===== src/rtl/ad1_reader.sv =====
`timescale 1ns/1ps
// Pmod AD1 reader: drives CS/SCLK, shifts in one 16-bit frame per ADC,
// and presents both 12-bit samples with a one-cycle valid strobe.
module ad1_reader #(
   parameter int SCLK_HALF = 3,
   parameter int QUIET     = 5
) (
   input  logic        clk,
   input  logic        rst,
   output logic        CS,
   output logic        SCLK,
   input  logic        SDATA0,
   input  logic        SDATA1,
   input  logic        measure,
   output logic [11:0] data0,
   output logic [11:0] data1,
   output logic        valid,
   output logic        busy,
   output logic        frame_err
);

   localparam int HW = $clog2(SCLK_HALF + 1);
   localparam int QW = $clog2(QUIET + 1);
   localparam logic [HW-1:0] HLAST = HW'(SCLK_HALF - 1);
   localparam logic [QW-1:0] QLAST = QW'(QUIET - 1);

   typedef enum logic [1:0] {
      S_IDLE,
      S_CONV,
      S_QUIET
   } state_e;

   state_e        state_q, state_d;
   logic [HW-1:0] half_q, half_d;
   logic [4:0]    ph_q, ph_d;
   logic [QW-1:0] qcnt_q, qcnt_d;
   logic          cs_q, cs_d;
   logic          sclk_q, sclk_d;
   logic [14:0]   sh0_q, sh0_d;
   logic [14:0]   sh1_q, sh1_d;
   logic [11:0]   data0_q, data0_d;
   logic [11:0]   data1_q, data1_d;
   logic          ferr_q, ferr_d;
   logic          valid_q, valid_d;

   always_ff @(posedge clk or negedge rst) begin
      if (!rst) begin
         state_q <= S_IDLE;
         half_q  <= '0;
         ph_q    <= '0;
         qcnt_q  <= '0;
         cs_q    <= 1'b1;
         sclk_q  <= 1'b1;
         sh0_q   <= '0;
         sh1_q   <= '0;
         data0_q <= '0;
         data1_q <= '0;
         ferr_q  <= 1'b0;
         valid_q <= 1'b0;
      end else begin
         state_q <= state_d;
         half_q  <= half_d;
         ph_q    <= ph_d;
         qcnt_q  <= qcnt_d;
         cs_q    <= cs_d;
         sclk_q  <= sclk_d;
         sh0_q   <= sh0_d;
         sh1_q   <= sh1_d;
         data0_q <= data0_d;
         data1_q <= data1_d;
         ferr_q  <= ferr_d;
         valid_q <= valid_d;
      end
   end

   // ph_q counts half-periods; even boundaries drop SCLK, odd ones raise
   // it and capture. The 16th capture feeds the output load directly.
   always_comb begin
      state_d = state_q;
      half_d  = half_q;
      ph_d    = ph_q;
      qcnt_d  = qcnt_q;
      cs_d    = cs_q;
      sclk_d  = sclk_q;
      sh0_d   = sh0_q;
      sh1_d   = sh1_q;
      data0_d = data0_q;
      data1_d = data1_q;
      ferr_d  = ferr_q;
      valid_d = 1'b0;
      unique case (state_q)
         S_IDLE: begin
            cs_d   = 1'b1;
            sclk_d = 1'b1;
            if (measure) begin
               state_d = S_CONV;
               cs_d    = 1'b0;
               half_d  = '0;
               ph_d    = '0;
            end
         end
         S_CONV: begin
            if (half_q == HLAST) begin
               half_d = '0;
               ph_d   = ph_q + 5'd1;
               if (!ph_q[0]) begin
                  sclk_d = 1'b0;
               end else begin
                  sclk_d = 1'b1;
                  sh0_d  = {sh0_q[13:0], SDATA0};
                  sh1_d  = {sh1_q[13:0], SDATA1};
                  if (ph_q == 5'd31) begin
                     state_d = S_QUIET;
                     qcnt_d  = '0;
                     cs_d    = 1'b1;
                     data0_d = {sh0_q[10:0], SDATA0};
                     data1_d = {sh1_q[10:0], SDATA1};
                     ferr_d  = (|sh0_q[14:11]) | (|sh1_q[14:11]);
                     valid_d = 1'b1;
                  end
               end
            end else begin
               half_d = half_q + HW'(1);
            end
         end
         S_QUIET: begin
            cs_d   = 1'b1;
            sclk_d = 1'b1;
            if (qcnt_q == QLAST) begin
               state_d = S_IDLE;
            end else begin
               qcnt_d = qcnt_q + QW'(1);
            end
         end
         default: begin
            state_d = S_IDLE;
            cs_d    = 1'b1;
            sclk_d  = 1'b1;
         end
      endcase
   end

   assign CS        = cs_q;
   assign SCLK      = sclk_q;
   assign data0     = data0_q;
   assign data1     = data1_q;
   assign valid     = valid_q;
   assign busy      = (state_q != S_IDLE);
   assign frame_err = ferr_q;

endmodule


===== config.mk =====
export PLATFORM = sky130hd
export DESIGN_NAME = ad1_reader
export DESIGN_NICKNAME = d
export VERILOG_FILES = /design/src/rtl/ad1_reader.sv
export SDC_FILE = /design/constraint.sdc
export NUM_CORES = 1
export LEC_CHECK = 0
export ABC_AREA = 1
export CAP_MARGIN = 10
export CORE_MARGIN = 10
export CORE_UTILIZATION = 40
export DETAILED_ROUTE_END_ITERATION = 7
export DONT_BUFFER_PORTS = 1
export HOLD_SLACK_MARGIN = 0.08
export PLACE_DENSITY = 0.59
export SYNTH_ARGS = -nofsm -noshare
export SYNTH_HDL_FRONTEND = slang
export SYNTH_SLANG_ARGS = --single-unit

===== constraint.sdc =====
create_clock -name clk -period 2.1 [get_ports clk]
set_clock_uncertainty 0.15 [all_clocks]
set_input_delay 0.63 -clock clk [delete_from_list [all_inputs] [get_ports clk]]
set_output_delay 0.63 -clock clk [all_outputs]
set_load 0.02 [all_outputs]

==> out/metrics.cfg <==
[worst_setup_path]
cp-start-kind = flop
crit_fanout = 7
worstSetupPathType = flop to output pin
rrSetupSlack_ns = 0.27
path_cells = inv_2, nand2_1
reg2reg_depth = 11
r2r_start = ph_q[1]$_DFFE_PN0P_
r2r_end = qcnt_q[2]$_DFFE_PN0P_
arrival_ns = 1.15
slowest_stage = dfrtp_1
critPathRequiredTime_ns = 1.32
cp-end-kind = output pin
slowest_delay_ns = 0.52

[hold_path]
min_path_type = input pin to asynchronous set/reset pin

[timing]
tns_ns = 0
fin_crit_ns = 1.93
drv_slew = 0
whs_ns = -0.173
max_freq_mhz = 517
slew_headroom_pct = 79.4
rsz0062_at_grt = no
hold_viol = 68
worst_slew_pin_slew_ns = 0.308
period_share_pct = 92.0
setup_viol = 0

[route]
wl_met2_mm = 2.54
vias = 1949
drc_errors = 0
wl_per_cell_um = 12.8
wl_mm = 5.41
top_layer = met4
viasPerCell = 4.62
drt-met1-wl_mm = 2.46
wl_met3_um = 387
drtIter0Drc = 88
first_pass_iters = 5
ant_nets = 0

[floorplan]
die_area_sq_um = 11700
die_h_um = 108
ios = 34
initial_utilization_pct = 40.5
num_rows = 32
core_area_sq_um = 7650
die_w_um = 108

[cts]
htree_levels = 3
post-cts-setup-buffer-count = 0
cts-resized-gates = 0
cts_tree = done
clockBufferDepth = 2
cts.clk_slew.worst_paths_ns = 0.07
insertion_delay_ns = 0.34
cts_sinks = 70
root_buffer = clkbuf_8
numCtsBuffers = 9

[grt]
overflow = 0
grt_pass1_vias = 1845
grt_pass1_wl_mm = 9.28
grt_max_degree = 71
antenna_found_initial = 0
grtUsageTotal_pct = 9.97

[power]
power_density_nw_per_um2 = 772
power_leakage_nw = 1.65
peakVddDrop_mv = 0.328

[finish]
seq_area_sq_um = 1750
final_common_cell = nand2_1
area_growth_pct = 8.72
num-nets-final = 324
final_cells = 422
drive_gt1_share_pct = 22.8
final_cell_mix = 98 x nand2_1, 68 x dfrtp_1, 38 x o21ai_2
diodes = 0
final.fill_count = 727
multi_input_area_sq_um = 1070

[place]
globalplace.congestion = 0.740
io_buffers = 0
dp_cells = 406
post-dp-hpwl_mm = 3.61

[logic_synthesis]
synth_area_sq_um = 3100
synth_nets = 321
ys_types = 21
ys_seq_area_share_pct = 56.6
syn_inst = 312
ys_seq_elements = 70
avgSynthCellArea_sq_um = 9.93
ys_warn_count = 0

[job]
cap_violations = 0

[outcome]
status = finished, violations left
violations = negative hold slack

-- logic make-up after synthesis --
kind of cell / synth area share, %
AO/OA/AOI/OAI: 13.6
AND/OR/NAND/NOR: 19.3
adder cells (fa/ha/maj): 1.61
buffers and inverters: 8.84
flip-flops: 56.6
-- state kept, by name, indices dropped and copies added, names as in the netlist --
signal,count
state_q,2
sh1_q,15
valid,1
SCLK,1
CS,1
sh0_q,15
frame_err,1
ph_q,5
qcnt_q,3
data0,12
data1,12
half_q,2
-- metrics by stage --
step           instance area (sq um)  worst slack, ns  utilization (%)  power (mW)  hold slack [ns]
6_report                        3370            0.167             44.1        2.60           -0.173
5_1_grt                         3370           0.0881             44.1        2.71           -0.205
4_1_cts                         3370            0.128             44.1        2.65           -0.199
3_5_place_dp                    3150            0.264             41.1        1.43            0.187
3_3_place_gp                    3150            0.317             41.1        1.43            0.187
2_1_floorplan                   3100            0.444                -        1.42            0.184
-- power by group --
group	total [mW]	switching, mW	internal [mW]	leakage (nW)
sequential	1.37	0.00820	1.36	0.898
clock	1.20	0.497	0.704	0.110
combinational	0.0280	0.0170	0.0111	0.640
-- cell type report --
| cell class | instances | area share [%] |
|---|---|---|
| Sequential cell | 70 | 52.1 |
| Multi-Input combinational cell | 194 | 31.8 |
| Clock buffer | 11 | 4.20 |
| Inverter | 35 | 3.90 |
| Tap cell | 102 | 3.79 |
| Clock inverter | 5 | 2.41 |
| Timing Repair Buffer | 5 | 1.86 |
-- critical path: cells and delay by family, from the launching register on --
family / cells / cell delay (ns)
buf+inv: 1 / 0.09
flops: 1 / 0.52
simple gates: 1 / 0.20
-- worst max path at each step --
stage / start / slack [ns] / endpoint
2_1_floorplan: ph_q[0]$_DFFE_PN0P_ / 0.44 / data0[11]$_DFFE_PN0P_
5_1_grt: state_q[1]$_DFFE_PN0P_ / 0.09 / busy
4_1_cts: state_q[1]$_DFFE_PN0P_ / 0.13 / busy
3_5_place_dp: ph_q[1]$_DFFE_PN0P_ / 0.26 / qcnt_q[2]$_DFFE_PN0P_
6_report: state_q[1]$_DFFE_PN0P_ / 0.17 / busy
3_3_place_gp: ph_q[1]$_DFFE_PN0P_ / 0.32 / qcnt_q[2]$_DFFE_PN0P_
-- synthesized netlist by cell type --
master   instances  share of area (%)
nand3_4          1               0.57
buf_4            1               0.24
inv_1           30                3.6
nor2_4           2               0.73
nand4_1          5                1.0
nand2_2          2               0.40
o21ai_1          8                1.3
nor2_1          10                1.2
nor3b_1          1               0.24
nor2_8           1               0.65
dfrtp_1         68                 55
nand2_1         98                 12
o21ai_2         38                 11
inv_2            5               0.61
buf_6           12                4.4
nand2_4          1               0.36
nand3_1         12                1.9
o21ai_0         10                1.6
nand3_2          1               0.32
dfstp_2          2                1.7
ha_1             4                1.6
-- per-layer routing --
metal / vias up / track usage [%]
met5: - / 0
met4: 0 / 4.87
met3: 4 / 4.70
met2: 30 / 14.3
met1: 917 / 12.3
li1: 998 / -
Power figures use the tool's default switching activity.
